**src/rtl/regfile_we_scoreboard.sv**
```systemverilog
// Register-file write-enable generator with a pending-write scoreboard.
// Fixed-priority writeback arbitration, one-hot we, per-register busy bits and hazard flags.
module regfile_we_scoreboard #(
   parameter int unsigned ADDR_W   = 5,
   parameter int unsigned NUM_WR   = 2,
   parameter int unsigned ZERO_REG = 31
) (
   input  logic                                   clk,
   input  logic                                   reset_n,
   input  logic [NUM_WR-1:0]                      wr_valid,
   input  logic [NUM_WR*ADDR_W-1:0]               wr_addr,
   input  logic                                   issue_valid,
   input  logic [ADDR_W-1:0]                      issue_addr,
   input  logic [ADDR_W-1:0]                      src_a_addr,
   input  logic [ADDR_W-1:0]                      src_b_addr,
   output logic [(2**ADDR_W)-1:0]                 we,
   output logic [((NUM_WR > 1) ? $clog2(NUM_WR) : 1)-1:0] we_port,
   output logic [(2**ADDR_W)-1:0]                 busy,
   output logic                                   src_a_busy,
   output logic                                   src_b_busy,
   output logic                                   collision
);

   localparam int unsigned NUM_REGS = 2**ADDR_W;
   localparam int unsigned PORT_W   = (NUM_WR > 1) ? $clog2(NUM_WR) : 1;
   localparam logic [NUM_REGS-1:0] ZERO_MASK = NUM_REGS'(1) << ZERO_REG;

   logic [ADDR_W-1:0]   w_port_addr [NUM_WR];
   logic [NUM_WR-1:0]   w_port_req;
   logic                w_win_valid;
   logic [PORT_W-1:0]   w_win_port;
   logic [ADDR_W-1:0]   w_win_addr;
   logic                w_drop;
   logic [NUM_REGS-1:0] w_win_onehot;
   logic [NUM_REGS-1:0] w_issue_onehot;
   logic [NUM_REGS-1:0] w_busy_next;

   logic [NUM_REGS-1:0] r_we;
   logic [PORT_W-1:0]   r_we_port;
   logic [NUM_REGS-1:0] r_busy;
   logic                r_collision;

   // Unpack ports; requests to the hardwired zero register are not requests at all.
   for (genvar p = 0; p < NUM_WR; p++) begin : g_port
      assign w_port_addr[p] = wr_addr[p*ADDR_W +: ADDR_W];
      assign w_port_req[p]  = wr_valid[p] && (w_port_addr[p] != ADDR_W'(ZERO_REG));
   end

   // Lowest-numbered requesting port wins; any further request is dropped.
   always_comb begin
      w_win_valid = 1'b0;
      w_win_port  = '0;
      w_win_addr  = '0;
      w_drop      = 1'b0;
      for (int p = 0; p < NUM_WR; p++) begin
         if (w_port_req[p]) begin
            if (w_win_valid) begin
               w_drop = 1'b1;
            end else begin
               w_win_valid = 1'b1;
               w_win_port  = PORT_W'(p);
               w_win_addr  = w_port_addr[p];
            end
         end
      end
   end

   assign w_win_onehot   = w_win_valid ? (NUM_REGS'(1) << w_win_addr) : '0;
   assign w_issue_onehot = issue_valid ? (NUM_REGS'(1) << issue_addr) : '0;

   // Issue beats a same-cycle writeback: the new pending write owns the register.
   assign w_busy_next = ((r_busy & ~w_win_onehot) | w_issue_onehot) & ~ZERO_MASK;

   // A register being written back this cycle is already forwardable.
   assign src_a_busy = r_busy[src_a_addr] && !(w_win_valid && (w_win_addr == src_a_addr));
   assign src_b_busy = r_busy[src_b_addr] && !(w_win_valid && (w_win_addr == src_b_addr));

   always_ff @(posedge clk) begin
      if (!reset_n) begin
         r_we        <= '0;
         r_we_port   <= '0;
         r_busy      <= '0;
         r_collision <= 1'b0;
      end else begin
         r_we        <= w_win_onehot & ~ZERO_MASK;
         r_we_port   <= w_win_port;
         r_busy      <= w_busy_next;
         r_collision <= w_drop;
      end
   end

   assign we        = r_we;
   assign we_port   = r_we_port;
   assign busy      = r_busy;
   assign collision = r_collision;

endmodule

```
**config.mk**
```make
export PLATFORM = sky130hd
export DESIGN_NAME = regfile_we_scoreboard
export DESIGN_NICKNAME = d
export VERILOG_FILES = /design/src/rtl/regfile_we_scoreboard.sv
export SDC_FILE = /design/constraint.sdc
export NUM_CORES = 1
export LEC_CHECK = 0
export CAP_MARGIN = 20
export CORE_ASPECT_RATIO = 0.75
export CORE_UTILIZATION = 50
export DETAILED_ROUTE_END_ITERATION = 10
export GPL_TIMING_DRIVEN = 0
export PLACE_DENSITY = 0.82
export SYNTH_ARGS = -nofsm -noshare
export SYNTH_HDL_FRONTEND = slang
export SYNTH_SLANG_ARGS = --single-unit
export TNS_END_PERCENT = 50
```
**constraint.sdc**
```tcl
create_clock -name clk -period 3.6 [get_ports clk]
set_input_delay 0.54 -clock clk [delete_from_list [all_inputs] [get_ports clk]]
set_output_delay 0.54 -clock clk [all_outputs]
set_load 0.005 [all_outputs]
```
-- Word-level counts from Yosys, hierarchy flattened
Index checks and enable logic that the tools add are counted.
- output and inout port bits: 68
- register bits after elaboration: 65
- word-level logic and storage cells: 38
- input port bits: 30
- bitwise operators: 3
- muxes and demuxes: 13
- $lt $le $gt $ge: 2
- eq/ne operators: 4
- reductions and logical operators: 9
- shift operators: 2
- operator list (kind ; number):
    $mux 31 ; 2
    $shl 1x5->31 const A ; 2
    $and 31x31->31 ; 1
    $not 31->31 ; 1
    $or 31x31->31 ; 1
    $mux 5 ; 3
    $lt 5x6->1 const B ; 2
    $bmux 1 s5 ; 2
    $eq 5x5->1 ; 2
    $ne 5x5->1 const B ; 2
    $logic_and 1x1->1 ; 6
    $mux 1 ; 6
    $logic_not 1->1 ; 2
    $reduce_and 2->1 ; 1

-- Depth between registers and ports, before layout
Gate-level depths: netlist of run 1.
- depth after elaboration: 10
- mapped depth: 7

-- Worst setup path before layout of run 1
No wires, ideal clock.
- path type: input-to-output
- from: input port wr_addr[7]
- to: output port src_b_busy
- data required time: 3.060 ns
- arrival: 1.828 ns
- setup slack: 1.232 ns
- path buffers: 2
- cell stages on the path: 7
- path through: buf_2 -> and3_1 -> buf_6 -> a21o_4 -> o221a_2 -> nor4_1 -> o22ai_1
- word-level cells in the longest chain between the ends: 7
- RTL lines (element ; RTL line ; source):
    start: declaration ; 11 ; input logic [NUM_WR*ADDR_W-1:0] wr_addr,
    $ne 5x5->1 ; 46 ; assign w_port_req[p] = wr_valid[p] && (w_port_addr[p] != ADDR_W'(ZERO_REG));
    $logic_and 1x1->1 ; 46 ;
    $mux 5 ; 56 ; if (w_port_req[p]) begin
    $eq 5x5->1 ; 76 ; assign src_b_busy = r_busy[src_b_addr] && !(w_win_valid && (w_win_addr == src_b_addr));
    $logic_and 1x1->1 * ; 76 ;
    $logic_not 1->1 * ; 76 ;
    $logic_and 1x1->1 * ; 76 ;
    end: declaration ; 20 ; output logic src_b_busy,
Every way passes the cells marked *; elsewhere a longest branch is shown, timed or not.

-- Worst setup path in the final report of run 1
- from: input port wr_addr[6]
- to: output port src_a_busy
- word-level cells in the longest chain between the ends: 7
- RTL lines (element ; RTL line ; source):
    $ne 5x5->1 ; 46 ;
    $logic_and 1x1->1 ; 46 ;
    $mux 5 ; 56 ;
    $eq 5x5->1 ; 75 ; assign src_a_busy = r_busy[src_a_addr] && !(w_win_valid && (w_win_addr == src_a_addr));
    $logic_and 1x1->1 * ; 75 ;
    $logic_not 1->1 * ; 75 ;
    $logic_and 1x1->1 * ; 75 ;
    end: declaration ; 19 ; output logic src_a_busy,
Marks and branches as above.

==> results.py, run 1 <==
metrics = {
    "global_routing": {
        "grt_usage_pct": 33.3,
        "grt_max_degree": 14,
        "antenna_found_initial": 0,
        "grt_overflow": 0,
        "grt_pass1_vias": 3653,
        "grt_pass1_wl_um": 19500,
    },
    "power": {
        "design_power_total_uw": 1800,
        "cellPowerDensity_nw_per_um2": 365,
        "power_frac_comb_pct": 16.2,
        "p_leak_uw": 0.00171,
        "switching_power_uw": 500,
        "p_clk_share_pct": 43.5,
        "p_seq_share_pct": 40.3,
        "ir_drop_uv": 297,
        "swShare_pct": 27.8,
        "p_int_uw": 1300,
    },
    "yosys": {
        "synth_cell_type_count": 57,
        "synth.avg_cell_area_um2": 8.46,
        "ys_seq_area_share_pct": 34.8,
        "yosysWarningCount": 0,
        "synthCells": 435,
        "synthArstFlopShare_pct": 0,
        "syn_area_um2": 3680,
        "ys.flop_type": "dfxtp_1",
        "synth_edf_count": 0,
        "ys_ff_latch": 64,
    },
    "clock_network": {
        "clkSinkCount": 64,
        "cts_root_buffer": "clkbuf_8",
        "cts_setup_buffers": 0,
        "clkLatencyLatePin_ns": 0.35,
        "cts_made_buffers": 9,
        "cts.reportedPaths.clkPinSlew_ns": 0.07,
        "cts_tree": "done",
        "cts_resized": 0,
        "h-tree-depth": 3,
        "cts_buffer_depth": 2,
        "cts_hold_buf": 0,
    },
    "job": {
        "cap_viol_max_count": 0,
    },
    "setup_path": {
        "arrival_ns": 2.96,
        "required_ns": 3.06,
        "crit_chain": "clkdlybuf4s50_1 -> buf_2 -> nand4_1 -> and3_1 -> o211ai_1 -> o221ai_1 -> a311oi_1 -> clkdlybuf4s50_1",
        "critPathSlowestCell": "clkdlybuf4s50_1",
        "cp-startpoint": "wr_addr[6]",
        "r2r-end": "busy[12]$_SDFF_PN0_",
        "slowest_delay_ns": 0.55,
        "endpoint_kind": "output pin",
        "crit_fanout": 10,
        "regToRegStartpoint": "busy[12]$_SDFF_PN0_",
        "r2r_cells": 2,
        "cp-start-kind": "primary input",
        "timing.critical_path.mode_cell": "clkdlybuf4s50_1",
        "path_class": "primary input to output pin",
        "rrSetupSlack_ns": 2.70,
    },
    "timing": {
        "max-slew-margin-rel_pct": 53.4,
        "hold_ws_ns": 0.596,
        "setup_viol": 0,
        "rsz0062_at_grt": "no",
        "slew_viol_final": 0,
        "fin_skew_ns": 0,
        "clock.fmax_mhz": 286,
        "fin_crit_sh_pct": 97.1,
        "setup_tns_ns": 0,
        "worstMarginPinSlew_ns": 0.699,
        "timing_hold_violations_final": 0,
        "min_period_ns": 3.50,
    },
    "hold_path": {
        "min_path_type": "primary input to flip-flop",
        "hold_path_startpoint": "wr_valid[0]",
        "hold_path_depth": 3,
        "worstHoldEndpoint": "collision$_SDFF_PN0_",
    },
    "placement": {
        "io_buffers": 87,
        "placed_cells_incl_taps": 621,
        "gp_congestion": 0.964,
        "detailed_place_hpwl_um": 9360,
    },
    "floorplan": {
        "core_area_um2": 6960,
        "num_rows": 26,
        "start_util_pct": 52.9,
        "io_pins": 98,
        "die_area_um2": 7710,
        "die_x_um": 101,
        "fp.dieH_um": 76.3,
    },
    "route": {
        "ant_nets": 0,
        "drc": 0,
        "first_pass_iters": 6,
        "wl_per_cell_um": 19.8,
        "routed_via_density": 6.28,
        "first_iter_violations": 458,
        "wirelength_um": 12600,
        "num_vias": 4002,
    },
    "cells_and_area": {
        "diodes": 0,
        "fillerInstances": 561,
        "syn2layout_area_growth_pct": 34.1,
        "nets": 564,
        "fin_cells": 637,
        "drive_gt1_share_pct": 13.7,
    },
    "status": {
        "run_status": "completed",
    },
}
-- through the flow --
| stage | utilization [%] | setup WS [ns] | cell area, um^2 |
|---|---|---|---|
| 6_report | 70.9 | 0.103 | 4940 |
| 5_1_grt | 70.9 | 0.00614 | 4940 |
| 4_1_cts | 70.8 | 0.0887 | 4930 |
| 3_5_place_dp | 67.2 | 0.100 | 4680 |
| 3_3_place_gp | 67.2 | 0.114 | 4680 |
| 2_1_floorplan | - | 1.23 | 3680 |
-- worst max-delay path by stage --
stage,endpoint,slack [ns]
2_1_floorplan,src_b_busy,1.23
3_3_place_gp,src_b_busy,0.11
3_5_place_dp,src_b_busy,0.10
4_1_cts,src_b_busy,0.09
5_1_grt,src_b_busy,0.006
6_report,src_a_busy,0.10
-- power by group through the flow --
| stage | sequential, uW | clock, uW | combinational, uW |
|---|---|---|---|
| after floorplan | 738 | 0 | 173 |
| after global placement | 740 | 0 | 278 |
| after detailed placement | 741 | 0 | 282 |
| after CTS | 724 | 779 | 284 |
| after global routing | 725 | 813 | 311 |
| final | 725 | 783 | 292 |
-- layer usage --
layer  routed length (um)  part of all wire (%)  vias up  global-route usage [%]
met1                 5540                    44     1901                    50.3
li1                     -                     -     1804                       -
met4                  161                   1.3        0                    8.26
met2                 5210                    41      274                    45.1
met5                    0                     0        -                       0
met3                 1680                    13       23                    10.8
-- cells in the mapped netlist, types with 7 or more instances --
master | number | area, um^2
nand3_1 | 20 | 100
dfxtp_1 | 64 | 1280
nand2b_1 | 10 | 62.6
o21ai_0 | 34 | 170
clkbuf_1 | 10 | 37.5
a31oi_1 | 33 | 206
inv_1 | 7 | 26.3
nor2_1 | 74 | 278
nor3_1 | 10 | 50.1
nand2_1 | 49 | 184
nor2b_1 | 8 | 50.1
buf_2 | 12 | 60.1
mux4_2 | 15 | 338
-- cell families (layout without fill, tap and decap cells) --
logic type | Yosys count | after routing | synth area share (%)
AND/OR/NAND/NOR | 197 | 197 | 25.0
AO/OA/AOI/OAI | 109 | 109 | 22.3
flip-flops | 64 | 64 | 34.8
buffers and inverters | 36 | 139 | 5.00
multiplexers | 23 | 23 | 11.6
XOR/XNOR | 5 | 5 | 1.19
other | 1 | 2 | 0.102
-- registers in the layout, indices dropped and copies added (netlist names) --
name and cells:
busy 31, we 31, collision 1, we_port 1
-- critical path, delay by kind of cell --
kind	cells	cell delay, ns
buffers and inverters	3	1.29
AOI/OAI and AO/OA	3	0.69
and+or+nand+nor	2	0.43
-- layout make-up --
class                      count  area [um^2]  share of cell area (%)
buffer                        29          158                    3.19
timing repair buffer          87          873                    17.7
multi-input combinational    336         2230                    45.1
clock inverter                 7          125                    2.53
clock buffer                   9          124                    2.51
tap                           98          123                    2.48
sequential                    64         1280                    26.0
inverter                       7         26.3                   0.532
-- placed cells by master, fill, tap and decap left out, types with 5 or more instances in the layout --
cell type | netlist | final
o21ai_0 | 34 | 34
clkbuf_1 | 10 | 10
nand4_1 | 5 | 5
nand2_1 | 49 | 49
nor2_1 | 74 | 74
nor3_1 | 10 | 10
clkbuf_8 | 0 | 9
nand2b_1 | 10 | 10
nor2b_1 | 8 | 8
buf_2 | 12 | 12
mux4_2 | 15 | 15
inv_1 | 7 | 7
o211ai_1 | 5 | 5
nand3_1 | 20 | 20
a31oi_1 | 33 | 32
clkdlybuf4s50_1 | 0 | 86
dfxtp_1 | 64 | 64
No activity file was read; power rests on OpenSTA's default activity.
==> inputs of run 2 (changes only) <==
Settings changed: DONT_BUFFER_PORTS set to 1, PLACE_DENSITY 0.82 to not set.
==> results.py, run 2 (synthesized netlist as in run 1, its figures left out) <==
metrics = {
    "status": {
        "run_status": "completed",
    },
    "timing": {
        "rsz0062_at_grt": "no",
        "max-slew-margin-rel_pct": 50.0,
        "slew_viol_final": 0,
        "fin_crit_sh_pct": 75.4,
        "setup_tns_ns": 0,
        "clock.fmax_mhz": 369,
        "timing_hold_violations_final": 0,
        "worstMarginPinSlew_ns": 0.748,
        "fin_skew_ns": 0,
        "setup_viol": 0,
        "hold_ws_ns": 0.452,
        "setup_slack_ns": 0.886,
        "min_period_ns": 2.71,
    },
    "setup_path": {
        "crit_chain": "buf_2 -> nand4_4 -> o21a_4 -> buf_6 -> o2111ai_2 -> o221ai_1 -> a311oi_1",
        "required_ns": 3.06,
        "cp_top_family": "compound AO/OA/AOI/OAI gates",
        "path_class": "primary input to output pin",
        "path_buf_inv": 2,
        "cp-start-kind": "primary input",
        "critPathSlowestCell": "a311oi_1",
        "arrival_ns": 2.17,
        "slowest_delay_ns": 0.54,
        "endpoint_kind": "output pin",
        "crit_fanout": 10,
    },
    "floorplan": {
        "die_x_um": 101,
        "fp.dieH_um": 76.3,
        "num_rows": 26,
        "io_pins": 98,
        "start_util_pct": 52.9,
        "die_area_um2": 7710,
        "core_area_um2": 6960,
    },
    "placement": {
        "io_buffers": 0,
        "detailed_place_hpwl_um": 8970,
        "gp_congestion": 0.918,
        "pre_cts_ws_ns": 0.970,
    },
    "route": {
        "drc": 0,
        "wirelength_um": 12000,
        "first_iter_violations": 342,
        "routed_via_density": 6.53,
        "num_vias": 3590,
        "wl_per_cell_um": 21.8,
        "first_pass_iters": 5,
        "ant_nets": 0,
    },
    "global_routing": {
        "grt_usage_pct": 31.9,
        "antenna_found_initial": 0,
        "grt_overflow": 0,
        "grt_pass1_wl_um": 18300,
        "grt_max_degree": 14,
        "grt_pass1_vias": 3286,
    },
    "hold_path": {
        "min_path_type": "primary input to flip-flop",
    },
    "power": {
        "p_leak_uw": 0.00138,
        "ir_drop_uv": 276,
        "cellPowerDensity_nw_per_um2": 413,
    },
    "cells_and_area": {
        "nets": 477,
        "final_util_pct": 57.9,
        "most-common-layout-cells": "74 x nor2_1, 64 x dfxtp_1, 49 x nand2_1, 34 x o21ai_0, 33 x a31oi_1",
        "drive_gt1_share_pct": 16.2,
        "fillerInstances": 651,
        "syn2layout_area_growth_pct": 9.55,
        "diodes": 0,
        "final_common_cell": "nor2_1",
    },
    "clock_network": {
        "cts_hold_buf": 0,
        "cts_resized": 0,
        "cts_made_buffers": 9,
        "cts_root_buffer": "clkbuf_8",
        "cts_setup_buffers": 0,
        "clkLatencyLatePin_ns": 0.34,
        "h-tree-depth": 3,
        "cts.reportedPaths.clkPinSlew_ns": 0.08,
        "cts_buffer_depth": 2,
        "cts_tree": "done",
        "clkSinkCount": 64,
    },
    "job": {
        "cap_viol_max_count": 0,
    },
}
==> run 2: metal layers <==
layer	GRT usage [%]	part of all wire [%]	vias to the layer above
met4	6.81	0.96	0
li1	-	-	1619
met3	9.36	14	11
met1	50.2	45	1721
met2	42.2	40	239
met5	0	0	-
==> run 2: worst min-delay path: stages <==
cell and delay (ns):
nor2_1 0.07, nand2_1 0.07, a31oi_1 0.07
==> run 2: path summary, 6_finish.rpt <==
check | depth (start not counted) | slack [ns] | start | endpoint
min reg2reg | 2 | 0.61 | busy[11]$_SDFF_PN0_ | busy[11]$_SDFF_PN0_
max | 7 | 0.89 | wr_addr[1] | src_a_busy
min | 3 | 0.45 | issue_addr[0] | busy[2]$_SDFF_PN0_
max reg2reg | 2 | 2.79 | busy[14]$_SDFF_PN0_ | busy[14]$_SDFF_PN0_
==> run 2: final cells by class <==
type,count,area (um^2),share of cell area (%)
multi-input combinational,336,2220,55.0
sequential,64,1280,31.8
buffer,29,158,3.91
clock buffer,9,124,3.07
tap,98,123,3.04
clock inverter,7,101,2.51
inverter,7,26.3,0.652
==> run 2: power by group <==
part / total (uW) / internal [uW] / switching (uW)
Sequential: 725 / 716 / 8.60
Clock: 704 / 397 / 307
Combinational: 237 / 78.8 / 158
Total: 1670 / 1190 / 473
==> run 2: stage by stage <==
step / power, uW / cell area, um^2 / instances
6_report: 1670 / 4030 / 550
5_1_grt: 1730 / 4030 / 550
4_1_cts: 1670 / 4030 / 550
2_1_floorplan: 911 / 3680 / 436
3_5_place_dp: 971 / 3810 / 534
3_3_place_gp: 971 / 3810 / 534
==> inputs of run 3 (changes only) <==
Clock period 3.6 ns to 2.6 ns, I/O delays scaled along.
==> results of run 3 <==
Same layout as run 2 (identical final DEF). Status: completed.
Main changes from that run: setup slack after placement 0.970 ns -> 0.270 ns; setup slack after layout 0.886 ns -> 0.186 ns; hold slack 0.452 ns -> 0.302 ns; register-to-register setup slack 2.79 ns -> 1.79 ns; total power 1670 uW -> 2310 uW; worst IR drop on VDD 276 uV -> 382 uV
